`config.mk`:
```
export PLATFORM = sky130hd
export DESIGN_NAME = axil_reg_bank
export DESIGN_NICKNAME = d
export VERILOG_FILES = /design/src/rtl/axil_reg_pkg.sv /design/src/rtl/axil_wr_capture.sv /design/src/rtl/axil_reg_bank.sv
export SDC_FILE = /design/constraint.sdc
export NUM_CORES = 1
export LEC_CHECK = 0
export ABC_AREA = 1
export BUFFER_PORTS_ARGS = -buffer_cell sky130_fd_sc_hd__buf_4
export CAP_MARGIN = 20
export CORE_MARGIN = 1.5
export CORE_UTILIZATION = 45
export CTS_CLUSTER_DIAMETER = 200
export DETAILED_ROUTE_END_ITERATION = 8
export HOLD_SLACK_MARGIN = 0.12
export PLACE_DENSITY = 0.68
export SETUP_SLACK_MARGIN = 0.05
export SLEW_MARGIN = 20
export SYNTH_ARGS = -nofsm -noshare
export SYNTH_HDL_FRONTEND = slang
export SYNTH_SLANG_ARGS = --single-unit
```
`constraint.sdc`:
```
create_clock -name S_AXI_aclk -period 5.7 [get_ports S_AXI_aclk]
set_input_delay 1.14 -clock S_AXI_aclk [delete_from_list [all_inputs] [get_ports S_AXI_aclk]]
set_output_delay 1.14 -clock S_AXI_aclk [all_outputs]
set_load 0.1 [all_outputs]
```
`src/rtl/axil_reg_pkg.sv`:
```
// axil_reg_pkg: register offsets, AXI response codes, register-select decode and byte-strobe merge.
// Contents: REG_* byte offsets, NUM_SCRATCH, RESP_OKAY/RESP_SLVERR, reg_sel_t, decode(), apply_strb().
package axil_reg_pkg;
  localparam logic [7:0] REG_VERSION   = 8'h00;
  localparam logic [7:0] REG_CTRL      = 8'h04;
  localparam logic [7:0] REG_STATUS    = 8'h08;
  localparam logic [7:0] REG_UPTIME_LO = 8'h0C;
  localparam logic [7:0] REG_UPTIME_HI = 8'h10;
  localparam logic [7:0] REG_WRCOUNT   = 8'h14;
  localparam logic [7:0] REG_SCRATCH0  = 8'h18;
  localparam logic [7:0] REG_SCRATCH1  = 8'h1C;
  localparam logic [7:0] REG_SCRATCH2  = 8'h20;
  localparam logic [7:0] REG_SCRATCH3  = 8'h24;
  localparam logic [7:0] REG_SCRATCH4  = 8'h28;
  localparam logic [7:0] REG_SCRATCH5  = 8'h2C;
  localparam logic [7:0] REG_SCRATCH6  = 8'h30;
  localparam logic [7:0] REG_SCRATCH7  = 8'h34;
  localparam logic [7:0] REG_SCRATCH8  = 8'h38;
  localparam logic [7:0] REG_SCRATCH9  = 8'h3C;
  localparam int NUM_SCRATCH = 10;
  localparam logic [1:0] RESP_OKAY   = 2'b00;
  localparam logic [1:0] RESP_SLVERR = 2'b10;

  typedef enum logic [2:0] {
    SEL_VERSION,
    SEL_CTRL,
    SEL_STATUS,
    SEL_UPTIME_LO,
    SEL_UPTIME_HI,
    SEL_WRCOUNT,
    SEL_SCRATCH,
    SEL_NONE
  } reg_sel_t;

  // w is the word index, i.e. address bits [7:2]
  function automatic reg_sel_t decode(input logic [5:0] w);
    return w == REG_VERSION[7:2]   ? SEL_VERSION
         : w == REG_CTRL[7:2]      ? SEL_CTRL
         : w == REG_STATUS[7:2]    ? SEL_STATUS
         : w == REG_UPTIME_LO[7:2] ? SEL_UPTIME_LO
         : w == REG_UPTIME_HI[7:2] ? SEL_UPTIME_HI
         : w == REG_WRCOUNT[7:2]   ? SEL_WRCOUNT
         : w inside {REG_SCRATCH0[7:2], REG_SCRATCH1[7:2], REG_SCRATCH2[7:2], REG_SCRATCH3[7:2],
                     REG_SCRATCH4[7:2], REG_SCRATCH5[7:2], REG_SCRATCH6[7:2], REG_SCRATCH7[7:2],
                     REG_SCRATCH8[7:2], REG_SCRATCH9[7:2]} ? SEL_SCRATCH
         : SEL_NONE;
  endfunction

  function automatic logic [31:0] apply_strb(input logic [31:0] old_v, input logic [31:0] new_v,
                                             input logic [3:0] strb);
    for (int b = 0; b < 4; b++) old_v[8*b +: 8] = strb[b] ? new_v[8*b +: 8] : old_v[8*b +: 8];
    return old_v;
  endfunction
endpackage

```
`src/rtl/axil_wr_capture.sv`:
```
// axil_wr_capture: single-entry holding register with a full flag for one AXI write channel.
// Ports: clk_i, rst_ni (async active-low), load_i (channel handshake), clear_i (write commit),
//        data_i (channel payload), full_o (entry occupied), data_o (held payload).
module axil_wr_capture #(
  parameter int W = 32
) (
  input  logic         clk_i,
  input  logic         rst_ni,
  input  logic         load_i,
  input  logic         clear_i,
  input  logic [W-1:0] data_i,
  output logic         full_o,
  output logic [W-1:0] data_o
);
  logic         full_q;
  logic [W-1:0] data_q;

  assign full_o = full_q;
  assign data_o = data_q;

  // clear wins over load: a same-cycle handshake on both channels commits straight from the bus
  always_ff @(posedge clk_i or negedge rst_ni)
    if (!rst_ni) begin
      full_q <= 1'b0;
      data_q <= '0;
    end else begin
      if (load_i) data_q <= data_i;
      full_q <= clear_i ? 1'b0 : (load_i | full_q);
    end
endmodule

```
`src/rtl/axil_reg_bank.sv`:
```
// axil_reg_bank: AXI4-Lite slave register bank (version, ctrl, status, 64-bit uptime, write count, 10 scratch).
// Ports: S_AXI_* AXI4-Lite slave (aclk, async active-low aresetn), ctrl_o (CTRL value),
//        status_i (sampled every cycle into STATUS).
// Option: define AXIL_REG_SLVERR_EN to answer unmapped offsets with SLVERR and not count those writes.
module axil_reg_bank
  import axil_reg_pkg::*;
#(
  parameter int          DATA_WIDTH = 32,
  parameter int          ADDR_WIDTH = 32,
  parameter logic [31:0] VERSION    = 32'h0001_0000
) (
  input  logic                    S_AXI_aclk,
  input  logic                    S_AXI_aresetn,
  input  logic [ADDR_WIDTH-1:0]   S_AXI_awaddr,
  input  logic [2:0]              S_AXI_awprot,
  input  logic                    S_AXI_awvalid,
  output logic                    S_AXI_awready,
  input  logic [DATA_WIDTH-1:0]   S_AXI_wdata,
  input  logic [DATA_WIDTH/8-1:0] S_AXI_wstrb,
  input  logic                    S_AXI_wvalid,
  output logic                    S_AXI_wready,
  output logic [1:0]              S_AXI_bresp,
  output logic                    S_AXI_bvalid,
  input  logic                    S_AXI_bready,
  input  logic [ADDR_WIDTH-1:0]   S_AXI_araddr,
  input  logic [2:0]              S_AXI_arprot,
  input  logic                    S_AXI_arvalid,
  output logic                    S_AXI_arready,
  output logic [DATA_WIDTH-1:0]   S_AXI_rdata,
  output logic [1:0]              S_AXI_rresp,
  output logic                    S_AXI_rvalid,
  input  logic                    S_AXI_rready,
  output logic [31:0]             ctrl_o,
  input  logic [31:0]             status_i
);
  localparam int SW = DATA_WIDTH / 8;

  logic                  ready_q, bvalid_q, rvalid_q;
  logic [1:0]            bresp_q, rresp_q;
  logic [DATA_WIDTH-1:0] rdata_q, rmux, wd;
  logic [31:0]           ctrl_q, ctrl_d, status_q, shadow_q, wrcnt_q;
  logic [31:0]           scratch_q [NUM_SCRATCH];
  logic [31:0]           scratch_d [NUM_SCRATCH];
  logic [63:0]           uptime_q;
  logic                  aw_hs, w_hs, ar_hs, commit, aw_full, w_full, wr_err, rd_err;
  logic [5:0]            aw_q, wa;
  logic [DATA_WIDTH+SW-1:0] w_q;
  logic [SW-1:0]         ws;
  logic [3:0]            widx, ridx;
  reg_sel_t              wsel, rsel;
  logic                  unused_ok;

  // ready_q keeps every ready low until the first edge after reset release
  assign S_AXI_awready = ready_q & ~aw_full & ~bvalid_q;
  assign S_AXI_wready  = ready_q & ~w_full & ~bvalid_q;
  assign S_AXI_arready = ready_q & ~rvalid_q;
  assign S_AXI_bvalid  = bvalid_q;
  assign S_AXI_bresp   = bresp_q;
  assign S_AXI_rvalid  = rvalid_q;
  assign S_AXI_rresp   = rresp_q;
  assign S_AXI_rdata   = rdata_q;
  assign ctrl_o        = ctrl_q;

  assign aw_hs = S_AXI_awvalid & S_AXI_awready;
  assign w_hs  = S_AXI_wvalid & S_AXI_wready;
  assign ar_hs = S_AXI_arvalid & S_AXI_arready;

  // Same-edge AW+W commits from the bus; otherwise both holders must be full
  assign commit = (aw_hs & w_hs) | (aw_full & w_full);

  axil_wr_capture #(.W(6)) u_aw (
    .clk_i  (S_AXI_aclk),
    .rst_ni (S_AXI_aresetn),
    .load_i (aw_hs),
    .clear_i(commit),
    .data_i (S_AXI_awaddr[7:2]),
    .full_o (aw_full),
    .data_o (aw_q)
  );

  axil_wr_capture #(.W(DATA_WIDTH+SW)) u_w (
    .clk_i  (S_AXI_aclk),
    .rst_ni (S_AXI_aresetn),
    .load_i (w_hs),
    .clear_i(commit),
    .data_i ({S_AXI_wstrb, S_AXI_wdata}),
    .full_o (w_full),
    .data_o (w_q)
  );

  assign wa        = aw_full ? aw_q : S_AXI_awaddr[7:2];
  assign {ws, wd}  = w_full ? w_q : {S_AXI_wstrb, S_AXI_wdata};
  assign wsel      = decode(wa);
  assign widx      = 4'(wa - REG_SCRATCH0[7:2]);
  assign rsel      = decode(S_AXI_araddr[7:2]);
  assign ridx      = 4'(S_AXI_araddr[7:2] - REG_SCRATCH0[7:2]);

`ifdef AXIL_REG_SLVERR_EN
  assign wr_err = wsel == SEL_NONE;
  assign rd_err = rsel == SEL_NONE;
`else
  assign wr_err = 1'b0;
  assign rd_err = 1'b0;
`endif

  // Reads see register values before any same-edge commit
  assign rmux = rsel == SEL_VERSION   ? VERSION
              : rsel == SEL_CTRL      ? ctrl_q
              : rsel == SEL_STATUS    ? status_q
              : rsel == SEL_UPTIME_LO ? uptime_q[31:0]
              : rsel == SEL_UPTIME_HI ? shadow_q
              : rsel == SEL_WRCOUNT   ? wrcnt_q
              : rsel == SEL_SCRATCH   ? scratch_q[ridx]
              : '0;

  always_comb begin
    ctrl_d    = ctrl_q;
    scratch_d = scratch_q;
    if (commit && wsel == SEL_CTRL) ctrl_d = apply_strb(ctrl_q, wd, ws);
    if (commit && wsel == SEL_SCRATCH) scratch_d[widx] = apply_strb(scratch_q[widx], wd, ws);
  end

  always_ff @(posedge S_AXI_aclk or negedge S_AXI_aresetn)
    if (!S_AXI_aresetn) begin
      ready_q   <= 1'b0;
      bvalid_q  <= 1'b0;
      bresp_q   <= RESP_OKAY;
      rvalid_q  <= 1'b0;
      rresp_q   <= RESP_OKAY;
      rdata_q   <= '0;
      ctrl_q    <= '0;
      status_q  <= '0;
      shadow_q  <= '0;
      wrcnt_q   <= '0;
      uptime_q  <= '0;
      scratch_q <= '{default: '0};
    end else begin
      ready_q   <= 1'b1;
      uptime_q  <= uptime_q + 64'd1;
      status_q  <= status_i;
      ctrl_q    <= ctrl_d;
      scratch_q <= scratch_d;
      if (commit && !wr_err) wrcnt_q <= wrcnt_q + 32'd1;
      if (commit) begin
        bvalid_q <= 1'b1;
        bresp_q  <= wr_err ? RESP_SLVERR : RESP_OKAY;
      end else if (S_AXI_bready) bvalid_q <= 1'b0;
      if (ar_hs) begin
        rdata_q  <= rmux;
        rresp_q  <= rd_err ? RESP_SLVERR : RESP_OKAY;
        rvalid_q <= 1'b1;
      end else if (S_AXI_rready) rvalid_q <= 1'b0;
      // LO read snapshots the upper half so a following HI read is coherent with it
      if (ar_hs && rsel == SEL_UPTIME_LO) shadow_q <= uptime_q[63:32];
    end

  assign unused_ok = ^{S_AXI_awprot, S_AXI_arprot, S_AXI_awaddr[ADDR_WIDTH-1:8], S_AXI_awaddr[1:0],
                       S_AXI_araddr[ADDR_WIDTH-1:8], S_AXI_araddr[1:0]};
endmodule
```
After elaboration in Yosys (flattened, before gate mapping)
Index checks and enable logic that the tools add are counted.
{ "op_classes": {"addsub": 4, "magnitude_cmp": 3, "n_eq_ne": 38, "n_mux": 42, "bitwise_logic": 19, "n_reduce_logical": 15} }
{ "ops": {"columns": ["cell", "n"], "rows": [
  ["two-way mux 32 bit", 12],
  ["bitwise mux 320 bit", 1],
  ["binary-select mux 32 bit (select 4 bit)", 2],
  ["demux 32 bit (select 4 bit)", 1],
  ["== test 6 x 4 -> 1 bit, second input constant", 16],
  ["adder 64 x 1 -> 64 bit, second input constant", 1],
  ["== test 6 x 3 -> 1 bit, second input constant", 8],
  ["two-way mux 36 bit", 1],
  ["adder 32 x 1 -> 32 bit, second input constant", 1],
  ["two-way mux 8 bit", 4],
  ["== test 6 x 2 -> 1 bit, second input constant", 4],
  ["two-way mux 3 bit", 8],
  ["nonzero test 10 bit", 2],
  ["== test 3 bit, second input constant", 4],
  ["== test 6 x 1 -> 1 bit, second input constant", 2],
  ["zero test 6 bit", 2],
  ["bitwise AND 1 bit", 10],
  ["greater-or-equal comparator 5 bit, second input constant", 2],
  ["inverter 4 -> 5 bit", 2],
  ["two-way mux 1 bit", 8],
  ["two-way mux 2 bit", 4],
  ["AND reduction 2 bit", 4],
  ["subtractor 4 x 3 -> 4 bit, second input constant", 2],
  ["== test 3 x 1 -> 1 bit, second input constant", 2],
  ["8 further kinds", 18]
]} }
{ "word_totals": {"ff_bits": 591, "input_bits": 145, "out_inout_bits": 73, "wordCells": 147} }

Depth between registers and ports, before layout
Gate-level depths: netlist (run 1).
{ "depth": {"word_depth": 17, "ltp_mapped": 17, "mapped_depth_nobuf": 15} }

By module
Synthesis (run 1) repeated with hierarchy kept, for this count alone.
{ "unflattened": {"cells_unflattened": 4370, "area_unflattened_um2": 31652.9} }
{ "modules_own_cells": {"columns": ["module", "n_inst", "cells_per_inst", "area_per_inst_um2", "seq_area_each_um2"], "rows": [
  ["axil_reg_bank", 1, 4186, 29983.8, 13688.1],
  ["axil_wr_capture at u_w", 1, 155, 1410.1, 925.9],
  ["axil_wr_capture at u_aw", 1, 29, 259.0, 175.2]
]} }

Worst setup path after synthesis (run 1)
Ideal clock, no wire load.
{ "synth_path": {"path_type": "flip-flop to flip-flop", "from": "reg bvalid_q, in the netlist S_AXI_bvalid", "to": "reg wrcnt_q[10]", "setup_ns": 0.121, "arrival_time_ns": 3.485, "required_ns": 5.579, "setup_slack_ns": 2.094, "stages_incl_launch_ff": 12, "n_path_buf": 2, "synth_period_minus_slack_ns": 3.606, "path_cell_list": "dfrtp_1 -> nor3_2 -> and2_1 -> buf_2 -> nand2_1 -> nand2_2 -> buf_4 -> nand2_1 -> nor3_2 -> nand2_1 -> o21ai_1 -> nand2_1"} }
{ "synth_via": {"elab_chain_cells": 5, "word_cells_on_any_way": 7, "cone_classes": "7 x bitwise"} }
{ "synth_lines": {"columns": ["element", "line_no", "source"], "rows": [
  ["start: declaration", "axil_reg_bank.sv:38", "logic ready_q, bvalid_q, rvalid_q;"],
  ["start signal: assignment", "axil_reg_bank.sv:126", "bvalid_q <= 1'b0;"],
  ["start signal: assignment", "axil_reg_bank.sv:145", "bvalid_q <= 1'b1;"],
  ["start signal: assignment", "axil_reg_bank.sv:147", "end else if (S_AXI_bready) bvalid_q <= 1'b0;"],
  ["inverter 1 bit", "axil_reg_bank.sv:54", "assign S_AXI_awready = ready_q & ~aw_full & ~bvalid_q;"],
  ["bitwise AND 1 bit", "axil_reg_bank.sv:54", null],
  ["named net S_AXI_awready", "axil_reg_bank.sv:17", "output logic S_AXI_awready,"],
  ["bitwise AND 1 bit", "axil_reg_bank.sv:64", "assign aw_hs = S_AXI_awvalid & S_AXI_awready;"],
  ["bitwise AND 1 bit", "axil_reg_bank.sv:69", "assign commit = (aw_hs & w_hs) | (aw_full & w_full);"],
  ["OR 1 bit", "axil_reg_bank.sv:69", null],
  ["end signal: assignment", "axil_reg_bank.sv:143", "if (commit && !wr_err) wrcnt_q <= wrcnt_q + 32'd1;"],
  ["end: declaration", "axil_reg_bank.sv:41", "logic [31:0] ctrl_q, ctrl_d, status_q, shadow_q, wrcnt_q;"]
]} }
The timed path passes the listed nets, and every way through them passes these cells.
A chain may end at the register's enable or synchronous reset.

Final worst setup path (run 1)
{ "layout_path": {"from": "reg u_aw.full_q, in the netlist u_aw.full_o", "to": "reg scratch_q[315] in the netlist's numbering"} }
{ "layout_via": {"elab_chain_cells": 12, "word_cells_on_any_way": 46, "cone_classes": "1 x add/sub; 2 x order compare; 16 x eq/ne; 15 x mux; 8 x bitwise; 4 x reduce/logical"} }
{ "layout_lines": {"columns": ["element", "line_no", "source"], "rows": [
  ["start: declaration", "axil_wr_capture.sv:15", "logic full_q;"],
  ["start signal: assignment", "axil_wr_capture.sv:28", "full_q <= clear_i ? 1'b0 : (load_i | full_q);"],
  ["two-way mux 6 bit", "axil_reg_bank.sv:91", "assign wa = aw_full ? aw_q : S_AXI_awaddr[7:2];"],
  ["== test 6 x 3 -> 1 bit or == test 6 x 4 -> 1 bit (tied branches)", "axil_reg_pkg.sv:43", ": w inside {REG_SCRATCH0[7:2], REG_SCRATCH1[7:2], REG_SCRATCH2[7:2], REG_SCRATCH3[7:2],"],
  ["nonzero test 10 bit", "axil_reg_pkg.sv:43", null],
  ["two-way mux 1 bit", "axil_reg_pkg.sv:45", "REG_SCRATCH8[7:2], REG_SCRATCH9[7:2]} ? SEL_SCRATCH"],
  ["two-way mux 2 bit", "axil_reg_pkg.sv:42", ": w == REG_WRCOUNT[7:2] ? SEL_WRCOUNT"],
  ["two-way mux 2 bit", "axil_reg_pkg.sv:41", ": w == REG_UPTIME_HI[7:2] ? SEL_UPTIME_HI"],
  ["two-way mux 3 bit", "axil_reg_pkg.sv:40", ": w == REG_UPTIME_LO[7:2] ? SEL_UPTIME_LO"],
  ["two-way mux 3 bit", "axil_reg_pkg.sv:39", ": w == REG_STATUS[7:2] ? SEL_STATUS"],
  ["two-way mux 3 bit", "axil_reg_pkg.sv:38", ": w == REG_CTRL[7:2] ? SEL_CTRL"],
  ["two-way mux 3 bit", "axil_reg_pkg.sv:37", "return w == REG_VERSION[7:2] ? SEL_VERSION"],
  ["== test 3 bit", "axil_reg_bank.sv:120", "if (commit && wsel == SEL_SCRATCH) scratch_d[widx] = apply_strb(scratch_q[widx], wd, ws);"],
  ["logical AND 1 bit", "axil_reg_bank.sv:120", null],
  ["end signal: assignment", "axil_reg_bank.sv:142", "scratch_q <= scratch_d;"],
  ["end: declaration", "axil_reg_bank.sv:42", "logic [31:0] scratch_q [NUM_SCRATCH];"]
]} }
Several ways; a longest one is shown, not always the timed one. The select of a mux whose other input is x is not followed.

==> results of run 1 <==
state kept, by name, summed over array words and instances, names as in the netlist, 6 cells and up:
signal       flops
scratch_q      320
uptime_q        64
u_w.data_o      36
S_AXI_rdata     32
ctrl_o          32
shadow_q        32
status_q        32
wrcnt_q         32
u_aw.data_o      6
where the power goes:
part / leakage [nW] / internal, mW / total, mW / switching, mW
logic: 9.67 / 1.18 / 5.54 / 4.36
clock network: 1.15 / 2.73 / 4.59 / 1.86
registers: 8.03 / 4.97 / 5.60 / 0.635
area by class of cell:
class / instances / area (µm²) / share of cell area (%)
clock buffer: 100 / 2060 / 5.61
clock inverter: 20 / 255 / 0.697
inverter: 380 / 1430 / 3.90
multi-input combinational: 3352 / 15100 / 41.3
sequential: 591 / 14800 / 40.4
tap: 950 / 1190 / 3.25
timing repair buffer: 223 / 1770 / 4.83
worst reg2reg max path, delay by kind of cell (launching register included):
family,cells,cell delay (ns)
AO/OA/AOI/OAI,1,0.19
adder cells (fa/ha/maj),1,0.23
buffers and inverters,4,1.12
flip-flops,1,0.71
AND/OR/NAND/NOR,10,1.45
stage by stage:
step / total power, mW / instances / hold slack, ns
6_report: 15.7 / 5616 / 0.478
4_1_cts: 15.6 / 5616 / 0.477
3_3_place_gp: 10.9 / 5496 / 0.455
2_1_floorplan: 9.04 / 4545 / 0.438
3_5_place_dp: 11.0 / 5496 / 0.461
5_1_grt: 16.3 / 5616 / 0.497
layer usage:
metal / up-vias / track usage (%)
met5: - / 0
met2: 1981 / 47.0
met1: 14900 / 46.3
met4: 4 / 16.1
li1: 14500 / -
met3: 304 / 8.09
cells in the final DEF, fill, tap and decap left out, drive strengths merged, types with 2 or more instances in the layout:
cell,instances
or2,29
nor3,53
xor2,68
clkinv,15
inv,380
nand3b,3
dfrtp,591
clkbuf,100
conb,5
a22oi,3
a31oi,15
ha,4
nand3,483
nand4,100
nor3b,2
o22ai,32
and2,2
bufinv,5
nor4,13
o21ai,196
nand2,1943
xnor2,22
a21oi,123
buf,223
nor2,246
mux2,7
worst min path at each step:
stage	startpoint	cells past startpoint	to
after global placement	uptime_q[62]	1	uptime_q[62]
after CTS	uptime_q[63]	1	uptime_q[63]
final	scratch_q[192]	2	scratch_q[192]
after detailed placement	uptime_q[63]	1	uptime_q[63]
after global routing	scratch_q[75]	2	scratch_q[75]
after floorplan	uptime_q[63]	1	uptime_q[63]
cell families after synthesis:
kind of cell / after synthesis
AND/OR/NAND/NOR: 2874
buffers and inverters: 602
flip-flops: 591
AO/OA/AOI/OAI: 372
XOR/XNOR: 90
multiplexers: 7
adder cells (fa/ha/maj): 4
other: 2
==> flow_summary.yaml, run 1 <==
floorplanning:
  start_util_pct: 45.3
  dieWidth_um: 271
  design.core.area_um2: 71400
  ioPinCount: 218
  dieArea_um2: 73500
  num_rows: 98
  die_h_um: 271
critical_path:
  cpMostUsedCell: "nand2_1"
  reg2reg_to: "scratch_q[315]"
  crit_path_start: "u_aw.full_o"
  crit_family: "simple AND/OR/NAND/NOR gates"
  path_buf_inv: 4
  worstPathArrival_ns: 4.31
  cpMaxStageDelayCell: "inv_2"
  path_cells: "nand2_1 > o21ai_4 > ha_1 > inv_1 > nand2_1 > nand2_2 > nor2_4 > buf_4 > nand2_1 > inv_2 > nand2_1 > nand2_1 > inv_2 > nand2_2 > nand3_1 > nand2_1"
  regToRegStartpoint: "u_aw.full_o"
  crit_required_ns: 6.25
  r2r_cells: 16
  slowest_delay_ns: 0.72
  path_max_fanout: 28
  crit_cells: 16
  crit_type: "flip-flop to flip-flop"
  crit_end: "scratch_q[315]"
  rrSetupSlack_ns: 1.94
  startpoint_type: "flip-flop"
  endpoint_kind: "flip-flop"
sta:
  rsz0062_at_grt: "no"
  final-setup-viol-count: 0
  drv_slew: 0
  tns_ns: 0
  fmax_mhz: 266
  setup_ws_ns: 1.94
  tightestPinTransition_ns: 1.18
  min_period_ns: 3.76
  finalHoldViolations: 0
  slew-limit-headroom_pct: 21.4
  clock-skew-final_ns: 0.0313
  fin_crit_sh_pct: 65.9
pwr:
  p_leak_nw: 18.8
  ir_drop_v: 0.000507
  powerDensity_nw_per_um2: 430
grt:
  track_usage_pct: 32.8
  antenna_found_initial: 3
  grt_max_degree: 130
  grt_pass1_vias: 29300
  grt_pass1_wl_um: 183000
  gr-total-overflow: 0
synthesis:
  synth-simple-area-share_pct: 37.7
  synth-compound-area-share_pct: 6.04
  syn_area_um2: 32400
  muxShareOfSynthArea_pct: 0.244
  yosysTopAreaCell: "dfrtp_1"
  synth_seq_cells: 591
  synthArstFlopShare_pct: 100
  synth_top_cell_area_share_pct: 45.7
  yosysMostFrequentCell: "nand2_1"
  synth-xor-area-share_pct: 2.44
  ys_types: 47
  avgSynthCellArea_um2: 7.12
  ys_seq_area_share_pct: 45.7
  postSynthCellCount: 4542
  synth_top_family_by_area: "simple AND/OR/NAND/NOR gates"
  synth_fa_ha_area_share_pct: 0.155
  synthFlopType: "dfrtp_1"
  synth-edff-count: 0
  yosysWarnings: 0
  synth_commonest_cells: "nand2_1, dfrtp_1, nand3_1"
  netlist_top_cells_area: "dfrtp_1, nand2_1, nand3_1, inv_1, nor2_1"
clock_network:
  clk_latency_ns: 0.63
  cts_setup_buffers: 0
  clkTransAtPathRegs_ns: 0.06
  max-clock-path-buffers: 3
  cts_root_buf: "clkbuf_16"
  cts_buffers: 68
  holdBufCountCts: 0
  cts_resized: 0
  cts_tree: "done"
  h-tree-depth: 3
  cts.sinks: 591
drt:
  drt-met1-wl_um: 49900
  drt_wl_total_um: 122000
  drc: 0
  drt_iter0_drc: 4153
  drt-vias-per-instance: 5.65
  top_layer: "met5"
  wl_met2_um: 51300
  ant_nets: 0
  first_pass_iters: 6
  routedWlPerCell_um: 21.8
  vias: 31700
  met3WireLength_um: 15100
place:
  io_buffers: 155
  dpl.hpwl_um: 76900
  dpl_cell_area_um2: 34300
  gp_congestion: 0.976
  dp_slack_ns: 1.55
flow_run:
  max_cap_viol_count: 0
layout:
  diodes: 0
  nets: 4765
  drive_gt1_share_pct: 10.2
  fin_util_pct: 51.3
  design_area_um2: 36600
  area_growth_pct: 13.2
  fill_cells: 7008
worst_hold_path:
  min_path_type: "flip-flop to flip-flop"
status:
  outcome: "completed"
Power figures use the tool's default switching activity.
==> inputs of run 2 (changes only) <==
--- a/config.mk
+++ b/config.mk
@@ -5,7 +5,7 @@
 export SDC_FILE = /design/constraint.sdc
 export NUM_CORES = 1
 export LEC_CHECK = 0
-export ABC_AREA = 1
+export ABC_AREA = 0
 export BUFFER_PORTS_ARGS = -buffer_cell sky130_fd_sc_hd__buf_4
 export CAP_MARGIN = 20
 export CORE_MARGIN = 1.5
@@ -13,7 +13,7 @@
 export CTS_CLUSTER_DIAMETER = 200
 export DETAILED_ROUTE_END_ITERATION = 8
 export HOLD_SLACK_MARGIN = 0.12
-export PLACE_DENSITY = 0.68
+export PLACE_DENSITY = 0.71
 export SETUP_SLACK_MARGIN = 0.05
 export SLEW_MARGIN = 20
 export SYNTH_ARGS = -nofsm -noshare
==> constraint.sdc (replaced) <==
create_clock -name S_AXI_aclk -period 3.4 [get_ports S_AXI_aclk]
set_input_delay 0.68 -clock S_AXI_aclk [delete_from_list [all_inputs] [get_ports S_AXI_aclk]]
set_output_delay 0.68 -clock S_AXI_aclk [all_outputs]
set_load 0.1 [all_outputs]
==> flow_summary.yaml, run 2 <==
floorplanning:
  num_rows: 93
  start_util_pct: 45.6
  die_h_um: 259
  dieArea_um2: 67000
  dieWidth_um: 259
  design.core.area_um2: 64600
  ioPinCount: 218
synthesis:
  avgSynthCellArea_um2: 11.0
  ys_seq_area_share_pct: 50.2
  ys_types: 74
  synth_commonest_cells: "dfrtp_1, nand2_1, o21ai_0"
  synthArstFlopShare_pct: 100
  syn_area_um2: 29400
  synth-edff-count: 0
  yosysWarnings: 0
  synth_seq_cells: 591
  postSynthCellCount: 2686
  yosysMostFrequentCell: "dfrtp_1"
  synth_top_cell_area_share_pct: 50.2
  netlist_top_cells_area: "dfrtp_1, mux2_2, mux4_2, mux2i_1, o21ai_0"
  synthFlopType: "dfrtp_1"
  yosysTopAreaCell: "dfrtp_1"
critical_path:
  path_cells: "buf_4 > mux2i_1 > xnor2_2 > buf_4 > and2_1 > buf_4 > nand2_1 > a32oi_2 > mux2_2"
  crit_required_ns: 3.96
  crit_family: "buffers and inverters"
  worstPathArrival_ns: 3.70
  startpoint_type: "flip-flop"
  cpMaxStageDelayCell: "a32oi_2"
  cpMostUsedCell: "buf_4"
  crit_type: "flip-flop to flip-flop"
  rrSetupSlack_ns: 0.27
  endpoint_kind: "flip-flop"
  path_max_fanout: 12
  slowest_delay_ns: 0.50
  path_buf_inv: 3
clock_network:
  cts.sinks: 591
  cts_resized: 0
  h-tree-depth: 2
  clkTransAtPathRegs_ns: 0.06
  cts_buffers: 61
  cts_root_buf: "clkbuf_16"
  max-clock-path-buffers: 3
  clk_latency_ns: 0.65
  cts_setup_buffers: 0
  cts_tree: "done"
sta:
  finalHoldViolations: 0
  rsz0062_at_grt: "no"
  fmax_mhz: 319
  fin_crit_sh_pct: 92.2
  min_period_ns: 3.13
  tightestPinTransition_ns: 0.846
  clock-skew-final_ns: 0.0298
  drv_slew: 0
  final-setup-viol-count: 0
  slew-limit-headroom_pct: 42.0
  hold_slack_ns: 0.143
place:
  gp_congestion: 0.991
  io_buffers: 155
  dpl.hpwl_um: 68400
status:
  outcome: "completed"
drt:
  drt-vias-per-instance: 6.22
  drt_iter0_drc: 2402
  drc: 0
  vias: 23500
  ant_nets: 0
  first_pass_iters: 6
  routedWlPerCell_um: 25.8
  drt_wl_total_um: 97700
flow_run:
  max_cap_viol_count: 0
pwr:
  powerDensity_nw_per_um2: 802
  ir_drop_v: 0.000466
  finalPower_mw: 27.9
  p_leak_nw: 15.7
grt:
  grt_max_degree: 85
  grt_pass1_vias: 23500
  grt_pass1_wl_um: 147000
  gr-total-overflow: 0
  track_usage_pct: 29.1
  antenna_found_initial: 3
layout:
  top_register: "scratch_q"
  largest_reg_flops: 320
  fill_cells: 5462
  drive_gt1_share_pct: 24.5
  nets: 3021
  final_common_cell: "dfrtp_1"
  area_growth_pct: 18.3
  final_cell_mix: "dfrtp_1, nand2_1, buf_4, o21ai_0"
worst_hold_path:
  min_path_type: "input port to flip-flop"
run 2: changes by cell type after synthesis, moves of 47 or more:
cell / delta
nand3_1: -388
o21ai_0: +70
nand2_1: -1611
mux2i_1: +145
inv_1: -338
mux4_2: +75
nand4_1: -67
nor2_1: -80
mux2_2: +175
a21oi_1: +47
run 2: worst paths after layout:
kind | cells past startpoint | end | start
worst max-delay path | 9 | scratch_q[10] | u_aw.full_o
worst min-delay path | 1 | status_q[25] | status_i[25]
worst max register to register | 9 | scratch_q[10] | u_aw.full_o
worst min register to register | 1 | wrcnt_q[31] | wrcnt_q[31]
max in group asynchronous | 3 | scratch_q[174] | S_AXI_aresetn
min in group asynchronous | 2 | uptime_q[53] | S_AXI_aresetn
run 2: routing by layer:
metal,routed length (µm),global-route usage (%),vias to the layer above
met5,27,0,-
met4,5650,15.4,4
met3,7900,5.64,260
met2,46000,46.7,1129
met1,38100,37.4,11900
li1,-,-,10200
run 2: timing repair:
action | 4_1_cts | 5_1_grt
hold buffers | 17 | 0
endpoints found under the hold margin | 80 | 0
setup endpoints to repair | 0 | 0
run 2: final cells by class:
| cell class | instances | area (µm²) | area share, % |
|---|---|---|---|
| tap | 855 | 1070 | 3.07 |
| sequential | 591 | 14800 | 42.5 |
| timing repair buffer | 315 | 2680 | 7.70 |
| clock buffer | 90 | 1860 | 5.34 |
| antenna | 1 | 2.50 | 0.00719 |
| inverter | 17 | 66.3 | 0.190 |
| multi-input combinational | 1886 | 14000 | 40.2 |
| clock inverter | 26 | 348 | 0.999 |
run 2: kinds of logic after synthesis:
family | Yosys count | synth area share, %
AOI/OAI and AO/OA | 627 | 13.4
other | 2 | 0.0255
xor gates and xnor gates | 97 | 2.89
and+or+nand+nor | 737 | 11.6
muxes | 416 | 18.6
adders and majority gates | 4 | 0.170
DFF | 591 | 50.2
buffers and inverters | 212 | 3.03
run 2: power breakdown:
group          switching (mW)  total, mW  internal (mW)
Sequential               1.54       10.3           8.78
Clock                    2.92       7.30           4.38
Combinational            6.52       10.3           3.77
Total                    11.0       27.9           16.9
run 2: stage by stage:
step / area, µm² / worst slack (ns) / util (%) / setup TNS (ns) / std cells
final: 34800 / 0.265 / 53.9 / 0 / 3781
after CTS: 34800 / 0.328 / 53.9 / 0 / 3780
after global placement: 32400 / 0.249 / 50.2 / 0 / 3647
after global routing: 34800 / 0.135 / 53.9 / 0 / 3781
after floorplan: 29700 / -0.0362 / - / -0.337 / 2689
after detailed placement: 32400 / 0.194 / 50.2 / 0 / 3647
